[config.mk]
export PLATFORM = sky130hd
export DESIGN_NAME = btn_event_ctrl
export DESIGN_NICKNAME = d
export VERILOG_FILES = /design/src/rtl/btn_event_ctrl.sv
export SDC_FILE = /design/constraint.sdc
export NUM_CORES = 1
export LEC_CHECK = 0
export CORE_ASPECT_RATIO = 1.1
export CORE_MARGIN = 2
export CORE_UTILIZATION = 53
export CTS_CLUSTER_DIAMETER = 60
export DETAILED_ROUTE_END_ITERATION = 10
export MAX_ROUTING_LAYER = met4
export PLACE_DENSITY = 0.8
export SLEW_MARGIN = 40
export SYNTH_ARGS = -nofsm -noshare
export SYNTH_HDL_FRONTEND = slang
export SYNTH_SLANG_ARGS = --single-unit
[constraint.sdc]
create_clock -name clk_100MHz -period 1.8 [get_ports clk_100MHz]
set_input_delay 0.36 -clock clk_100MHz [delete_from_list [all_inputs] [get_ports clk_100MHz]]
set_output_delay 0.36 -clock clk_100MHz [all_outputs]
set_load 0.05 [all_outputs]
[src/rtl/btn_event_ctrl.sv]
// btn_event_ctrl: push-button debounce with a shared sample tick,
// fixed-priority press arbitration and a small FWFT event queue.
//
// Ports:
//   clk_100MHz  system clock (rising edge)
//   rst_n       asynchronous active-low reset
//   btn_raw     raw asynchronous button inputs, 1 = pressed
//   btn_level   debounced stable level per button
//   evt_valid   queue non-empty, evt_id valid
//   evt_id      index of the oldest queued press
//   evt_ready   consumer pops head when evt_valid & evt_ready
//   evt_lost    1-cycle pulse when a press is dropped
//   tick        1-cycle shared sample strobe
module btn_event_ctrl #(
    parameter int N_BTN       = 5,
    parameter int TICK_CYCLES = 2000000,
    parameter int FIFO_DEPTH  = 4,
    localparam int ID_W       = $clog2(N_BTN),
    localparam int CNT_W      = $clog2(TICK_CYCLES)
) (
    input  logic             clk_100MHz,
    input  logic             rst_n,
    input  logic [N_BTN-1:0] btn_raw,
    output logic [N_BTN-1:0] btn_level,
    output logic             evt_valid,
    output logic [ID_W-1:0]  evt_id,
    input  logic             evt_ready,
    output logic             evt_lost,
    output logic             tick
);

    localparam int AW = $clog2(FIFO_DEPTH);
    localparam int PW = AW + 1;

    logic [N_BTN-1:0] sync_q1;
    logic [N_BTN-1:0] sync;
    logic [N_BTN-1:0] samp;
    logic [N_BTN-1:0] pend;
    logic [CNT_W-1:0] cnt;

    logic [PW-1:0]    wr_ptr;
    logic [PW-1:0]    rd_ptr;
    logic [ID_W-1:0]  mem [FIFO_DEPTH];

    logic             empty;
    logic             full;
    logic             pop;
    logic             push;
    logic [ID_W-1:0]  grant_id;
    logic [N_BTN-1:0] grant;
    logic [N_BTN-1:0] level_nxt;
    logic [N_BTN-1:0] rise;
    logic             lost_nxt;

    assign tick = (cnt == CNT_W'(TICK_CYCLES - 1));

    // Extra pointer MSB distinguishes full from empty when indices match.
    assign empty = (wr_ptr == rd_ptr);
    assign full  = (wr_ptr[AW] != rd_ptr[AW]) &&
                   (wr_ptr[AW-1:0] == rd_ptr[AW-1:0]);

    assign evt_valid = ~empty;
    assign evt_id    = empty ? '0 : mem[rd_ptr[AW-1:0]];
    assign pop       = evt_valid & evt_ready;

    // A bit is accepted only when two consecutive tick samples agree.
    always_comb begin
        level_nxt = btn_level;
        if (tick) begin
            level_nxt = (sync & ~(sync ^ samp)) |
                        (btn_level & (sync ^ samp));
        end
        rise = level_nxt & ~btn_level;
    end

    // Lowest pending index wins; no grant while the queue is full.
    always_comb begin
        grant    = '0;
        grant_id = '0;
        push     = 1'b0;
        if (!full) begin
            for (int i = N_BTN - 1; i >= 0; i--) begin
                if (pend[i]) begin
                    grant    = '0;
                    grant[i] = 1'b1;
                    grant_id = ID_W'(i);
                    push     = 1'b1;
                end
            end
        end
    end

    // A new press on a bit that is still pending and not granted is lost.
    assign lost_nxt = |(rise & pend & ~grant);

    always_ff @(posedge clk_100MHz or negedge rst_n) begin
        if (!rst_n) begin
            sync_q1   <= '0;
            sync      <= '0;
            samp      <= '0;
            btn_level <= '0;
            pend      <= '0;
            cnt       <= '0;
            evt_lost  <= 1'b0;
            wr_ptr    <= '0;
            rd_ptr    <= '0;
            for (int i = 0; i < FIFO_DEPTH; i++) begin
                mem[i] <= '0;
            end
        end else begin
            sync_q1 <= btn_raw;
            sync    <= sync_q1;

            if (tick) begin
                cnt <= '0;
            end else begin
                cnt <= cnt + 1'b1;
            end

            if (tick) begin
                samp      <= sync;
                btn_level <= level_nxt;
            end

            // Set wins over a same-cycle grant clear.
            pend     <= (pend & ~grant) | rise;
            evt_lost <= lost_nxt;

            if (push) begin
                mem[wr_ptr[AW-1:0]] <= grant_id;
                wr_ptr              <= wr_ptr + 1'b1;
            end
            if (pop) begin
                rd_ptr <= rd_ptr + 1'b1;
            end
        end
    end

endmodule

**After elaboration in Yosys (flattened, before gate mapping)**

Index checks and enable logic that the tools add are counted.

- Logic and storage cells: 69
- Input port bits: 8
- Register bits after elaboration: 65
- Output and inout bits: 11

- Bitwise logic cells: 16
- Equality and inequality tests: 4
- Add/subtract/negate cells: 3
- Reduce and logical (&&, ||, !) cells: 3
- $lt $le $gt $ge: 3
- Mux-type cells: 27

Operators with widths:

| operator | number |
|---|---|
| $mux 5 | 7 |
| $and 5x5->5 | 6 |
| $mux 3 | 10 |
| $add 21x1->21 const B | 1 |
| $eq 21x21->1 const B | 1 |
| $mux 21 | 1 |
| $not 5->5 | 3 |
| $bwmux 12 | 1 |
| $or 5x5->5 | 2 |
| $add 3x1->3 const B | 2 |
| $bmux 3 s2 | 1 |
| $demux 3 s2 | 1 |
| $ge 3x3->1 const B | 2 |
| $mux 1 | 6 |
| $not 2->3 | 2 |
| $reduce_or 5->1 | 1 |
| $xor 5x5->5 | 1 |
| $eq 3x3->1 | 1 |
| $lt 3x1->1 const B | 1 |
| $eq 2x2->1 | 1 |
| $logic_and 1x1->1 | 2 |
| $and 1x1->1 | 1 |
| $ne 1x1->1 | 1 |
| $not 1->1 | 1 |

**Depth between registers and ports, before layout**

- Depth after elaboration: 9
- Depth in mapped cells: 6
- Mapped depth without buffers: 6

**Worst setup path before layout**

Ideal clock, no wire load.

- Path type: register -> output
- Start: register rd_ptr[0]
- End: output evt_id[0]
- Path slack: -353 ps
- Data required time: 1,440 ps
- Arrival time: 1,793 ps
- Stages on the path, launching flop included: 5
- Buffers on the path: 1
- Path through: dfrtp_1 > buf_4 > xnor2_1 > nand3_1 > and2_1

- Cells in the longest elaborated chain, start to end: 5
- Elaborated cells between the ends (all ways): 6
- Those cells by class: eq/ne (1); mux (4); bitwise (1)

Ends and longest elaborated chain:

| element | RTL line | source |
|---|---|---|
| from (decl) | 42 | `logic [PW-1:0] rd_ptr;` |
| from (signal assigned) | 134 | `rd_ptr <= rd_ptr + 1'b1;` |
| $not 2->3 (implied by the code) | 63 | `assign evt_id = empty ? '0 : mem[rd_ptr[AW-1:0]];` |
| $bmux 3 s2 | 63 |  |
| $mux 3 (implied by the code) (2 in a row) | 63 |  |
| $mux 3 * | 63 |  |
| to (decl) | 26 | `output logic [ID_W-1:0] evt_id,` |

Mark *: on every way between the ends. The rest lies on a longest branch, timed or not. The select of a mux whose other input is x is not followed.

**Worst setup path in the final report**

- Start: register wr_ptr[2]
- End: output evt_id[2]

- Cells in the longest elaborated chain, start to end: 2

Ends and longest elaborated chain:

| element | RTL line | source |
|---|---|---|
| from (decl) | 41 | `logic [PW-1:0] wr_ptr;` |
| from (signal assigned) | 131 | `wr_ptr <= wr_ptr + 1'b1;` |
| $eq 3x3->1 | 58 | `assign empty = (wr_ptr == rd_ptr);` |
| $mux 3 | 63 |  |

No other way between the ends.

==> summary.md <==
| Metric | Value |
|---|---|
| Outcome | `finished with violations` |
| Failing checks | `setup timing` |
| Syn nets | `275` |
| Unrepaired setup endpoints after global routing | `yes` |
| Bufs and invs on worst path | `2` |
| Crit-path leading delay family | `flip-flops` |
| Worst-margin pin slew | `between 0.4 and 0.5 ns` |
| Final Cycle Share | `108%` |
| Commonest non-fill, non-tap cell in the layout | `dfrtp_1` |
| # clock sinks | `65` |
| Nets | `327` |
| Design Power | `2920 µW` |
| Final wirelength | `6.38 mm` |
| Antenna viol nets, final | `0` |
| Remaining DRCs | `0` |
| CP cell instances | `xnor2_2 -> buf_4 -> nand3_4 -> and2_4 -> buf_8` |
| H-tree levels | `3` |
| N_diodes | `0` |
| Worst r2r dst | `mem[0]` |
| Avg Cell Area, Syn | `11.4 µm²` |
| Core Area | `0.00540 mm²` |
| Switching Fraction | `~20%` |
| Setup ws final | `-0.153 ns` |
| Worst VDD drop | `798 µV` |
| Vias in the first global route | `2250` |
| Register share of total power | `between 50% and 60%` |
| Design area | `0.00381 mm²` |
| Worst EP required | `around 1.4 ns` |
| Clk root buf | `clkbuf_8` |
| Starting Density | `55.2%` |
| Psw | `586 µW` |
| Clock Latency Late Sink | `0.34 ns` |
| First-pass iteration count of the detailed router | `7` |
| Post-synthesis sequential area ratio | `54.6%` |
| CP max-delay cell | `dfrtp_1` |
| Worst R2R Setup Slack | `0.02 ns` |
| Via density | `5.71` |
| Die ar. | `approximately 0.0062 mm²` |
| # rows | `28` |
| Hold WS | `between 0.015 and 0.02 ns` |
| IO buf count | `18` |
| Fillers | `407` |
| CP Capture Type | `output port` |
| Setup TNS | `-0.616 ns` |
| Die W | `75.5 µm` |
| Number of synthesis warnings | `0` |
| Fmax | `0.512 GHz` |
| Clock transition at path regs | `0.07 ns` |
| Global-route wire length before repair | `about 11 mm` |
| Critical path class | `flip-flop to output port` |
| Clock skew | `0.00882 ns` |
| Slew HR | `69.2%` |
| Synth Cell Area | `0.00298 mm²` |
| Commonest non-fill, non-tap cells in the layout | `dfrtp_1, buf_4, o21ai_0` |
| Largest net degree at the start of global routing | `66` |
| Worst-case reg-to-reg path depth | `6` |
| Initial DRC count | `155` |
| CP Max Fanout | `5` |
| Total of max-cap violations | `0` |
| Wire length per cell | `16.2 µm` |
| Cell internal pwr | `2340 µW` |
| Layout cells sized above 1 | `31.8%` |
| Slew Limit Fails | `0` |
| Clk buf depth | `2` |
| CTS Buf Count | `9` |
| Clock period minus worst slack | `1.95 ns` |
| Initial antenna violation count | `0` |
| Area Growth Syn to Fin | `27.8%` |
| Yosys cell types | `43` |
| Clk pwr share | `47.8%` |
| # hold bufs at CTS | `0` |
| Comb pwr share | `1.7%` |
| FF+latch count, synth | `65` |
| CTS tree | `yes` |
| PwrDens | `~770 mW/mm²` |
| Finish-stage setup viols | `5` |
| Fin. Hold Viols | `0` |
| Max incr delay on CP | `between 0.4 and 0.5 ns` |
| Routability cong. | `between 0.9 and 1` |
| P_leak | `0.00174 µW` |
| Gr ovfl total | `0` |
| Launch point of the worst reg-to-reg path | `rd_ptr[0]` |
| Crit path DAT | `1.59 ns` |
| DP Area | `~0.0034 mm²` |
| Routed via count | `approximately 2200` |
| Crit path launch type | `flip-flop` |
| Die height | `82.6 µm` |
| Total track usage | `24.1%` |
| # IOs | `19` |
| Post-detail-place hpwl | `4.21 mm` |
| Mapped Cells | `261` |
| Class of the worst hold path | `primary input to async pin` |
## kinds of logic after synthesis
family                   share of synthesized area [%]
AO/OA/AOI/OAI                                     11.7
XOR/XNOR                                          7.06
adder cells (fa/ha/maj)                           2.52
buffers and inverters                             2.94
flip-flops                                        54.6
multiplexers                                      7.01
AND/OR/NAND/NOR                                   14.2
## power by group through the flow
stage / clock network (µW) / logic, µW / registers, µW
2_1_floorplan: 0 / 2.12 / 1500
4_1_cts: 1410 / 51.2 / 1480
3_5_place_dp: 0 / 51.1 / 1510
6_report: 1400 / 48.3 / 1480
5_1_grt: 1490 / 55.5 / 1480
3_3_place_gp: 0 / 50.3 / 1500
## cells in the mapped netlist, drive strengths merged
master	n	share of area, %
nor3	5	1.0
xnor2	16	4.7
inv	11	1.4
nand2	17	2.2
a211oi	1	0.25
a31o	1	0.29
and3	1	0.21
o2111ai	1	0.29
nand4	6	1.5
xor2	8	2.4
nand3b	1	0.25
nand4b	2	0.59
o31ai	10	2.5
or3	2	0.59
buf	4	1.0
clkinv	1	0.13
and2	4	0.84
a31oi	9	1.9
mux2i	4	1.3
a21oi	6	1.1
mux2	9	3.4
nor4	4	0.84
nor2	13	1.6
o41ai	1	0.29
o21ai	25	4.2
nand3	13	2.2
clkbuf	3	0.38
nor3b	1	0.25
dfrtp	65	55
and4bb	2	0.84
mux4	3	2.3
a41oi	1	0.29
and4	4	1.2
ha	6	2.5
a32oi	1	0.55
## stage by stage
stage	setup WS (ns)	cells	utilization, %
3_5_place_dp	0.0228	364	62.3
6_report	-0.153	393	70.5
3_3_place_gp	0.0727	364	62.3
2_1_floorplan	0.0134	261	-
5_1_grt	-0.208	393	70.5
4_1_cts	-0.148	390	68.8
## flip-flops by register name, summed over array words and instances (netlist names)
name	cells
samp	5
rd_ptr	3
mem	12
cnt	21
evt_lost	1
sync	5
pend	5
wr_ptr	3
btn_level	5
sync_q1	5
## cell type report
type / instances / area (µm²) / share of cell area [%]
clock inverters: 5 / 77.6 / 2.04
well taps: 75 / 93.8 / 2.47
flip-flops and latches: 65 / 1630 / 42.8
inverters: 12 / 46.3 / 1.22
multi-input cells: 177 / 1390 / 36.4
clock buffers: 11 / 151 / 3.98
repair buffers: 48 / 420 / 11.0
## metal layers
| layer | global-route usage (%) | wire length [µm] |
|---|---|---|
| met1 | 29.4 | 2660 |
| met3 | 4.13 | 185 |
| met4 | 12.6 | 144 |
| met2 | 38.5 | 3390 |
| met5 | - | 0 |
## worst max path at each step
| stage | from | endpoint | slack (ns) | depth (start not counted) |
|---|---|---|---|---|
| 3_3_place_gp | rd_ptr[0] | mem[9] | 0.07 | 5 |
| 4_1_cts | rd_ptr[0] | evt_id[0] | -0.15 | 3 |
| 2_1_floorplan | rd_ptr[2] | evt_id[0] | 0.01 | 3 |
| 3_5_place_dp | rd_ptr[0] | mem[0] | 0.02 | 5 |
| 5_1_grt | rd_ptr[0] | evt_id[1] | -0.21 | 5 |
| 6_report | wr_ptr[2] | evt_id[2] | -0.15 | 5 |
## worst register-to-register path: stages (launching register included)
cell	delay [ns]
dfrtp_2	0.46
buf_4	0.18
xnor2_4	0.13
buf_4	0.16
a32oi_4	0.30
nand2_2	0.12
mux2_2	0.30
## what timing repair did
| action | CTS | global route |
|---|---|---|
| setup endpoints to repair | 6 | 17 |
| resized for setup | 13 | 14 |
| setup buffers | 10 | 3 |
| pin swaps | 8 | 4 |
| hold endpoints to repair | 0 | 0 |
Power figures use the tool's default switching activity.
